### src/rtl/seg7_scan_nx_pkg.sv
// Shared definitions for the multiplexed 7-segment scanner: mode encodings,
// segment bit positions and the hex font.
package seg7_pkg;

  typedef enum logic [1:0] {
    SEG7_HEX     = 2'd0,
    SEG7_DIRECT  = 2'd1,
    SEG7_HEX_LZB = 2'd2,
    SEG7_BLANK   = 2'd3
  } seg7_mode_e;

  localparam int SEG_A  = 0;
  localparam int SEG_B  = 1;
  localparam int SEG_C  = 2;
  localparam int SEG_D  = 3;
  localparam int SEG_E  = 4;
  localparam int SEG_F  = 5;
  localparam int SEG_G  = 6;
  localparam int SEG_DP = 7;

  // Glyphs 0-9, A, b, C, d, E, F with bit0 = segment a.
  localparam logic [6:0] SEG7_FONT [16] = '{
    7'h3F, 7'h06, 7'h5B, 7'h4F, 7'h66, 7'h6D, 7'h7D, 7'h07,
    7'h7F, 7'h6F, 7'h77, 7'h7C, 7'h39, 7'h5E, 7'h79, 7'h71
  };

endpackage

### src/rtl/seg7_scan_nx_if.sv
// Display-data inputs and scan outputs of the 7-segment scanner, bundled
// so the board top can hand one port to the driver.
interface seg7_scan_nx_if #(
  parameter int DIGITS   = 4,
  parameter int PWM_BITS = 4
);
  logic [4*DIGITS-1:0] di;
  logic [8*DIGITS-1:0] pixels;
  logic [DIGITS-1:0]   dp;
  logic [1:0]          mode;
  logic [PWM_BITS-1:0] brightness;
  logic [7:0]          seg;
  logic [DIGITS-1:0]   an;
  logic [2:0]          digit;
  logic                frame;

  modport master (
    output di, pixels, dp, mode, brightness,
    input  seg, an, digit, frame
  );

  modport slave (
    input  di, pixels, dp, mode, brightness,
    output seg, an, digit, frame
  );
endinterface

### src/rtl/seg7_scan_nx_hex_font.sv
// Combinational nibble to 7-segment decoder (bit0 = a, active-high).
module seg7_hex_font
  import seg7_pkg::*;
(
  input  logic [3:0] nibble,
  output logic [6:0] seg
);

  assign seg = SEG7_FONT[nibble];

endmodule

### src/rtl/seg7_scan_nx.sv
// Multiplexed 7-segment scanner with per-frame data latch, four display
// modes, leading-zero blanking, PWM brightness and a dead cycle per slot.
module seg7_scan_nx
  import seg7_pkg::*;
#(
  parameter int DIGITS   = 4,
  parameter int DIV      = 250,
  parameter int PWM_BITS = 4
) (
  input logic            clk,
  input logic            reset,
  seg7_scan_nx_if.slave  bus
);

  localparam int PW = $clog2(DIV);
  localparam int TW = $clog2(DIV + 1);
  localparam int MW = PWM_BITS + TW;

  logic [PW-1:0]       pre;
  logic [2:0]          cur;
  logic                slot_end;
  logic                frame_end;

  logic [4*DIGITS-1:0] di_l;
  logic [8*DIGITS-1:0] pixels_l;
  logic [DIGITS-1:0]   dp_l;
  seg7_mode_e          mode_l;
  logic [TW-1:0]       thr;
  logic [MW-1:0]       thr_prod;
  logic [TW-1:0]       thr_next;

  logic [DIGITS-1:0]   lzb_mask;
  logic                zero_above;
  logic [3:0]          nib;
  logic [7:0]          pix;
  logic                dp_bit;
  logic                lead_zero;
  logic [6:0]          font_seg;
  logic                lit;
  logic [7:0]          seg_next;
  logic [DIGITS-1:0]   an_next;

  assign slot_end  = (pre == PW'(DIV - 1));
  assign frame_end = slot_end && (cur == 3'(DIGITS - 1));

  // Full-scale brightness gives thr = DIV, keeping the slot lit after the dead cycle.
  assign thr_prod = (MW'(bus.brightness) + MW'(1)) * MW'(DIV);
  assign thr_next = TW'(thr_prod >> PWM_BITS);

  always_ff @(posedge clk or negedge reset) begin
    if (!reset) begin
      pre <= '0;
      cur <= '0;
    end else if (slot_end) begin
      pre <= '0;
      cur <= (cur == 3'(DIGITS - 1)) ? 3'd0 : cur + 3'd1;
    end else begin
      pre <= pre + PW'(1);
    end
  end

  always_ff @(posedge clk or negedge reset) begin
    if (!reset) begin
      di_l     <= '0;
      pixels_l <= '0;
      dp_l     <= '0;
      mode_l   <= SEG7_BLANK;
      thr      <= '0;
    end else if (frame_end) begin
      di_l     <= bus.di;
      pixels_l <= bus.pixels;
      dp_l     <= bus.dp;
      mode_l   <= seg7_mode_e'(bus.mode);
      thr      <= thr_next;
    end
  end

  // A digit is a leading zero when it and every more-significant nibble are 0.
  always_comb begin
    lzb_mask   = '0;
    zero_above = 1'b1;
    for (int k = DIGITS - 1; k >= 0; k--) begin
      zero_above  = zero_above && (di_l[4*k +: 4] == 4'h0);
      lzb_mask[k] = zero_above && (k != 0);
    end
  end

  always_comb begin
    nib       = '0;
    pix       = '0;
    dp_bit    = 1'b0;
    lead_zero = 1'b0;
    for (int k = 0; k < DIGITS; k++) begin
      if (cur == 3'(k)) begin
        nib       = di_l[4*k +: 4];
        pix       = pixels_l[8*k +: 8];
        dp_bit    = dp_l[k];
        lead_zero = lzb_mask[k];
      end
    end
  end

  seg7_hex_font u_font (
    .nibble (nib),
    .seg    (font_seg)
  );

  always_comb begin
    seg_next = '0;
    an_next  = '0;
    lit      = (pre != '0) && (TW'(pre) < thr) && (mode_l != SEG7_BLANK);
    case (mode_l)
      SEG7_HEX: begin
        seg_next[6:0]  = font_seg;
        seg_next[SEG_DP] = dp_bit;
      end
      SEG7_HEX_LZB: begin
        seg_next[6:0]  = lead_zero ? 7'h00 : font_seg;
        seg_next[SEG_DP] = dp_bit;
      end
      SEG7_DIRECT: seg_next = pix;
      default:     seg_next = '0;
    endcase
    for (int k = 0; k < DIGITS; k++) begin
      if (cur == 3'(k)) an_next[k] = lit;
    end
  end

  always_ff @(posedge clk or negedge reset) begin
    if (!reset) begin
      bus.seg   <= '0;
      bus.an    <= '0;
      bus.frame <= 1'b0;
      bus.digit <= '0;
    end else begin
      bus.seg   <= seg_next;
      bus.an    <= an_next;
      bus.frame <= frame_end;
      bus.digit <= cur;
    end
  end

endmodule

### src/flat_wrapper.sv
// flat-port wrapper written by rule: the top's interface ports become plain ports
module seg7_scan_nx_flat import seg7_pkg::*;
#(
  parameter int DIGITS   = 4,
  parameter int DIV      = 250,
  parameter int PWM_BITS = 4
)
  (clk, reset, bus_di, bus_pixels, bus_dp, bus_mode, bus_brightness, bus_seg, bus_an, bus_digit, bus_frame);
  seg7_scan_nx_if #(.DIGITS(DIGITS), .PWM_BITS(PWM_BITS)) bus_i ();
  input logic clk;
  input logic reset;
  input wire logic [$bits(bus_i.di)-1:0] bus_di;
  input wire logic [$bits(bus_i.pixels)-1:0] bus_pixels;
  input wire logic [$bits(bus_i.dp)-1:0] bus_dp;
  input wire logic [$bits(bus_i.mode)-1:0] bus_mode;
  input wire logic [$bits(bus_i.brightness)-1:0] bus_brightness;
  output wire logic [$bits(bus_i.seg)-1:0] bus_seg;
  output wire logic [$bits(bus_i.an)-1:0] bus_an;
  output wire logic [$bits(bus_i.digit)-1:0] bus_digit;
  output wire logic [$bits(bus_i.frame)-1:0] bus_frame;
  assign bus_i.di = bus_di;
  assign bus_i.pixels = bus_pixels;
  assign bus_i.dp = bus_dp;
  assign bus_i.mode = bus_mode;
  assign bus_i.brightness = bus_brightness;
  assign bus_seg = bus_i.seg;
  assign bus_an = bus_i.an;
  assign bus_digit = bus_i.digit;
  assign bus_frame = bus_i.frame;
  seg7_scan_nx #(.DIGITS(DIGITS), .DIV(DIV), .PWM_BITS(PWM_BITS)) u_core (.clk(clk), .reset(reset), .bus(bus_i));
endmodule
### config.mk
export PLATFORM = sky130hd
export DESIGN_NAME = seg7_scan_nx_flat
export DESIGN_NICKNAME = d
export VERILOG_FILES = /design/src/rtl/seg7_scan_nx_pkg.sv /design/src/rtl/seg7_scan_nx_if.sv /design/src/rtl/seg7_scan_nx_hex_font.sv /design/src/rtl/seg7_scan_nx.sv /design/src/flat_wrapper.sv
export SDC_FILE = /design/constraint.sdc
export NUM_CORES = 1
export LEC_CHECK = 0
export CAP_MARGIN = 5
export CORE_MARGIN = 1.5
export CORE_UTILIZATION = 49
export CTS_CLUSTER_DIAMETER = 60
export DETAILED_ROUTE_END_ITERATION = 6
export MAX_ROUTING_LAYER = met4
export PLACE_DENSITY = 0.76
export SLEW_MARGIN = 20
export SYNTH_ARGS = -nofsm -noshare
export SYNTH_HDL_FRONTEND = slang
export SYNTH_SLANG_ARGS = --single-unit
### constraint.sdc
create_clock -name clk -period 2.25 [get_ports clk]
set_clock_uncertainty 0.1 [all_clocks]
set_input_delay 0.45 -clock clk [delete_from_list [all_inputs] [get_ports clk]]
set_output_delay 0.45 -clock clk [all_outputs]
set_load 0.1 [all_outputs]
# After elaboration in Yosys (flattened, before gate mapping)
# Memory sizes are Yosys's and may differ from the RTL's.
# Index checks and enable logic that the tools add are counted.
dict set report op_classes {
  n_lt_le_gt_ge 2
  n_eq_ne 7
  bitwise_logic 1
  muxes 25
  n_addsub 3
  n_reduce_logical 11
  multipliers 1
}
# cell n
set ops {}
lappend ops {{$mux W8} 5}
lappend ops {{$pmux W8 S3} 1}
lappend ops {{$mux W7} 3}
lappend ops {{$mux W4} 4}
lappend ops {{$logic_not A4 Y1} 3}
lappend ops {{$mul A12 B7 Y11 const B} 1}
lappend ops {{$mux W1} 11}
lappend ops {{$add A8 B1 Y8 const B} 1}
lappend ops {{$eq A8 B8 Y1 const B} 1}
lappend ops {{$lt A8 B8 Y1} 1}
lappend ops {{$reduce_bool A8 Y1} 1}
lappend ops {{$eq A3 B2 Y1 const B} 2}
lappend ops {{$add A4 B1 Y5 const B} 1}
lappend ops {{$ge A5 B5 Y1 const B} 1}
lappend ops {{$logic_and A1 B1 Y1} 5}
lappend ops {{$not A4 Y5} 1}
lappend ops {{$add A3 B1 Y3 const B} 1}
lappend ops {{$eq A3 B1 Y1 const B} 1}
lappend ops {{$logic_not A3 Y1} 1}
lappend ops {{$mux W3} 1}
lappend ops {{$eq A2 B1 Y1 const B} 1}
lappend ops {{$eq A2 B2 Y1 const B} 1}
lappend ops {{$logic_not A2 Y1} 1}
lappend ops {{$ne A2 B2 Y1 const B} 1}
dict set report totals {
  wordCells 62
  out_inout_bits 16
  mem_count 1
  rom_bits 112
  input_bits 60
  register_bits 89
}
# name depth width rd rd_ports_with_merged_regs write_ports line_no
set mem_list {}
lappend mem_list {{(name not given)} 16 7 1 0 0 seg7_scan_nx_hex_font.sv:9} ;# assign seg = SEG7_FONT[nibble];

# Logic depth before layout (Yosys ltp)
dict set report depth {
  word_depth 11
  depth_mapped 15
  depth_no_buf 15
}

# By module
# A second synthesis with hierarchy kept.
dict set report unflattened {
  hier_cells 580
  area_unflattened_um2 5157.4
}
# mod seq_area_each_um2 cells_each instances area_each_um2
set by_module_without_submodules {}
lappend by_module_without_submodules {seg7_scan_nx 2229.6 547 1 4869.7}
lappend by_module_without_submodules {seg7_hex_font 0.0 33 1 287.8}

# Least setup slack after synthesis
# No wires, ideal clock.
dict set report synth_path {
  path_kind {input to register}
  start {input port bus_brightness[0]}
  end {register u_core.thr[7]}
  setup_ns 0.128
  cell_stages 14
  path_buffers 0
  arrival_time_ns 3.610
  slack_ns -1.587
  required_time_ns 2.022
  cell_sequence {ha_1 xnor2_1 inv_1 ha_1 inv_1 fa_1 fa_1 inv_1 ha_1 a221oi_1 a2bb2oi_1 a21oi_1 xnor2_1 o21ai_0}
}
dict set report synth_via {
  elab_chain_cells 2
}
# item line_no
set synth_lines {}
lappend synth_lines {{from (decl)} flat_wrapper.sv:16} ;# input wire logic [$bits(bus_i.brightness)-1:0] bus_brightness;
lappend synth_lines {{$add A4 B1 Y5} seg7_scan_nx.sv:47} ;# assign thr_prod = (MW'(bus.brightness) + MW'(1)) * MW'(DIV);
lappend synth_lines {{$mul A12 B7 Y11} seg7_scan_nx.sv:47}
lappend synth_lines {{to (signal assigned)} seg7_scan_nx.sv:74} ;# thr <= thr_next;
lappend synth_lines {{to (decl)} seg7_scan_nx.sv:28} ;# logic [TW-1:0] thr;
# Every way passes these cells.
# A chain may end at the register's enable or synchronous reset.

# Worst setup path in the final report
dict set report layout_path {
  start {input port bus_brightness[1]}
  end {register u_core.thr[7]}
}
# Same word-level chain as after synthesis.

==> metrics.sh <==
FLOORPLAN.ROWS=36
HOLD_START='u_core.pixels_l[15]'
N_ANTENNA_CELL=0
REPLACE_CONGESTION=0.876
WIRE_LENGTH_OF_THE_FIRST_GLOBAL_ROUTING_PASS_UM=22000
STATUS='finished, violations left'
SYNTH.TOP_CELLS.BY_COUNT='nand2_1, dfrtp_1, ha_1, inv_1, nor2_1'
FINALHOLDVIOLCOUNT=0
POSTROUTEANTENNANETS=0
TOTALWIRELENGTH_UM=13300
WORST_HOLD_PATH_TYPE='register to register'
AREA.GROWTH.SYNTH_TO_FINAL_PCT=41.5
DIE_H_UM=104
HPWL_UM=9280
CTS_NUM_SINKS=89
MAX-CLOCK-PATH-BUFFERS=2
VIOLATIONS='negative setup slack'
SYNTHFLOPTYPE='dfrtp_1'
CRITPATHMAXSTAGEDELAY_NS=0.56
TIMING_WORST_SLEW_PIN_VALUE_NS=0.461
FIN_CRIT_SH_PCT=148
YOSYS.AREA_SHARE.XOR_XNOR_PCT=2.80
PIN_COUNT=76
ASYNC_FLOP_SHARE_PCT=100
WORSTSETUPSTARTPOINTTYPE='input pin'
CP_CELL_SEQUENCE='buf_8, ha_4, xnor2_4, buf_6, fa_1, inv_2, fa_1, fa_2, ha_4, nand2_2, a2bb2oi_2, a21oi_2, xnor2_1, o21ai_1'
AVERAGE_VIA_COUNT_PER_STANDARD_CELL=5.36
DRT_FIRST_ITER_VIOLATIONS=345
FINALPOWER_W=0.00416
SETUP_SLACK_NS=-1.08
H-TREE-DEPTH=3
FIN_AREA_MM2=0.00707
GRT_MAX_DEGREE=51
CTS.CLK_SLEW.WORST_PATHS_NS=0.09
YOSYS.AREA.TOP_TYPE_SHARE_PCT=43.6
P_SWITCHING_W=0.00112
DRT-WIRELENGTH-PER-CELL_UM=16.1
SKEW_PAIR_LATE_INSERTION_DELAY_NS=0.36
PLACE.DETAILED.INSTANCES=791
SETUP.WORST_PATH.CLASS='input pin to register'
WHS_PATH_DEPTH=2
GROUTE.USAGE.OVERALL_PCT=26.1
PORTBUFFERS=75
SYNTH_TOP_CELL_BY_AREA='dfrtp_1'
SYNTH_ENABLE_FLOP_CELLS=0
SYN-INSTANCE-COUNT=548
COMBPWRFRAC_PCT=31.7
SETUP_TNS_NS=-6.66
INITIAL_CORE_UTIL_PCT=50.9
WORST_PATH_MAX_DELAY_CELL='fa_1'
INTERNAL_POWER_W=0.00304
CRITPATHMAXFANOUT=3
CLOCK-ROOT-BUFFER='clkbuf_8'
VIAS_IN_THE_FIRST_GLOBAL_ROUTE=4655
SYNTH-COMPOUND-AREA-SHARE_PCT=11.4
POWER_FRAC_SEQ_PCT=38.4
DIE_WIDTH_UM=104
SYNTH-WARNING-COUNT=0
PROPORTION_OF_SYNTHESIZED_AREA_IN_MUX_CELLS_PCT=0.401
TIMING.CRITICAL_PATH.ARRIVAL_NS=3.49
TOTAL_POWER_DIVIDED_BY_CELL_AREA_mW_PER_MM2=588
FINALMAXSLEWVIOLATIONS=0
POSTSYNTHREGISTERBITS=89
YS_SEQ_AREA_SHARE_PCT=44.6
FINAL_NET_COUNT=797
SYNTH.MOST_COMMON_CELL='nand2_1'
MAXSLEWHEADROOM_PCT=69.2
DESIGN.CORE.AREA_MM2=0.00982
FMAXACHIEVABLE_MHz=301
PERIOD_NEEDED_NS=3.33
CRITICAL_PATH_REQUIRED_NS=2.41
CLKPWRFRAC_PCT=29.8
GRT_SETUP_UNREPAIRED='yes'
STATIC_LEAKAGE_nW=3.31
IR_DROP_mV=0.306
MAX-CAP-VIOLATIONS=0
R2R_CELLS=11
SYNTH-SIMPLE-AREA-SHARE_PCT=21.9
SYNTH_AREA_IN_ADDERS_PCT=13.8
WORST_HOLD_PATH_EP='u_core.pixels_l[15]'
TRITONCTS='built'
POWER.SHARE.SWITCHING_PCT=27.0
CTS_MADE_BUFFERS=9
COMBINATIONAL_FAMILY_WITH_THE_MOST_AREA_AFTER_SYNTHESIS='simple AND/OR/NAND/NOR gates'
VIAS=4425
NUMBER_OF_FAILING_SETUP_ENDPOINTS_IN_THE_FINAL_TIMING_REPORT=14
FLOORPLAN.DIE_AREA_MM2=0.0108
CP-END-KIND='register'
GRT_ANTENNA_BEFORE_REPAIR=0
R2R_END='u_core.bus.seg[3]'
CRITICAL_PATH.REG2REG.STARTPOINT='u_core.cur[0]'
WORST-R2R-SETUP-SLACK_NS=-0.21
FINAL_CORE_UTIL_PCT=72.0
SYNTH_AREA_LEADERS='dfrtp_1, nand2_1, ha_1'
SYN-CELL-AREA_MM2=0.00500
POSTSYNTHAREAPERCELL_UM2=9.12
FINAL_LAYOUT_SIZE_SUFFIX_GT1_SHARE_PCT=27.4
DRC=0
DETAILED_PLACE.AREA_MM2=0.00633
SYN_NETS=657
SYNTH.LIB_CELLS_USED.DISTINCT=54
DRT-PASS1-ITER-COUNT=7
GLOBALROUTEOVERFLOWTOTAL=0
FINAL_CELL_COUNT_NO_FILL=826
-- layer usage --
| metal | track usage [%] | wire (um) |
|---|---|---|
| met5 | - | 0 |
| met1 | 31.0 | 5490 |
| met2 | 44.3 | 6760 |
| met4 | 11.3 | 393 |
| met3 | 4.01 | 666 |
-- cell usage in the layout (no fill, tap or decap), types with 7 or more instances in the layout --
master           instances
a21oi_1                 18
a222oi_1                 9
buf_4                   80
buf_6                   14
clkbuf_8                10
clkdlybuf4s50_1         54
dfrtp_1                 87
fa_1                     7
ha_1                    20
ha_4                    16
inv_1                   20
inv_2                    9
nand2_1                179
nor2_1                  22
nor3_1                  11
o21ai_1                 11
xnor2_1                  7
-- flip-flops by register name (all words and copies together), names as in the netlist --
register          count
u_core.bus.seg        8
u_core.bus.an         4
u_core.bus.digit      3
u_core.pixels_l      32
u_core.di_l          16
u_core.bus.frame      1
u_core.dp_l           4
u_core.pre            8
u_core.cur            3
u_core.thr            8
u_core.mode_l         2
-- power by group through the flow --
stage / Combinational, W / Sequential [W] / Clock (W)
floorplan: 0.000508 / 0.00163 / 0
global placement: 0.000886 / 0.00163 / 0
detailed placement: 0.000943 / 0.00163 / 0
CTS: 0.00122 / 0.00160 / 0.00125
global route: 0.00143 / 0.00160 / 0.00132
finish: 0.00132 / 0.00160 / 0.00124
-- worst max-delay path by stage --
stage,start,endpoint,slack [ns],cells past startpoint
floorplan,bus_brightness[0],u_core.thr[7],-1.21,14
global route,bus_brightness[0],u_core.thr[5],-1.19,14
detailed placement,bus_brightness[0],u_core.thr[7],-1.97,14
finish,bus_brightness[1],u_core.thr[7],-1.08,14
CTS,bus_brightness[1],u_core.thr[7],-1.04,14
global placement,bus_brightness[0],u_core.thr[7],-1.84,15
-- stage by stage --
step                      worst slack, ns  hold WS, ns
after detailed placement            -1.97        0.278
after global placement              -1.84        0.280
after CTS                           -1.04        0.384
after global routing                -1.19        0.406
after floorplan                     -1.21       0.0544
final                               -1.08        0.384
-- repair_timing --
action | CTS | global route
gates resized for setup | 74 | 26
pin swaps | 31 | 25
setup endpoints to repair | 16 | 15
hold buffers | 1 | 0
buffers inserted | 13 | 6
endpoints found under the hold margin | 20 | 0
gates cloned | 1 | 0
-- critical path: cells and delay by family --
kind	cells	cell delay, ns
adders and majority gates	5	2.03
xor gates and xnor gates	2	0.28
and+or+nand+nor	1	0.05
AOI/OAI and AO/OA	3	0.38
buffers and inverters	3	0.29
-- cell families after synthesis --
| kind of cell | Yosys count |
|---|---|
| AND/OR/NAND/NOR | 258 |
| AO/OA/AOI/OAI | 79 |
| multiplexers | 2 |
| adder cells (fa/ha/maj) | 49 |
| buffers and inverters | 55 |
| XOR/XNOR | 16 |
| flip-flops | 89 |
-- cell type report --
| class | instances | area, um^2 |
|---|---|---|
| Tap cell | 133 | 166 |
| Timing Repair Buffer | 154 | 1380 |
| Clock inverter | 4 | 76.3 |
| Multi-Input combinational cell | 404 | 2950 |
| Fill cell | 757 | 2750 |
| Sequential cell | 89 | 2230 |
| Inverter | 30 | 113 |
| Clock buffer | 12 | 145 |
Power figures use the tool's default switching activity.
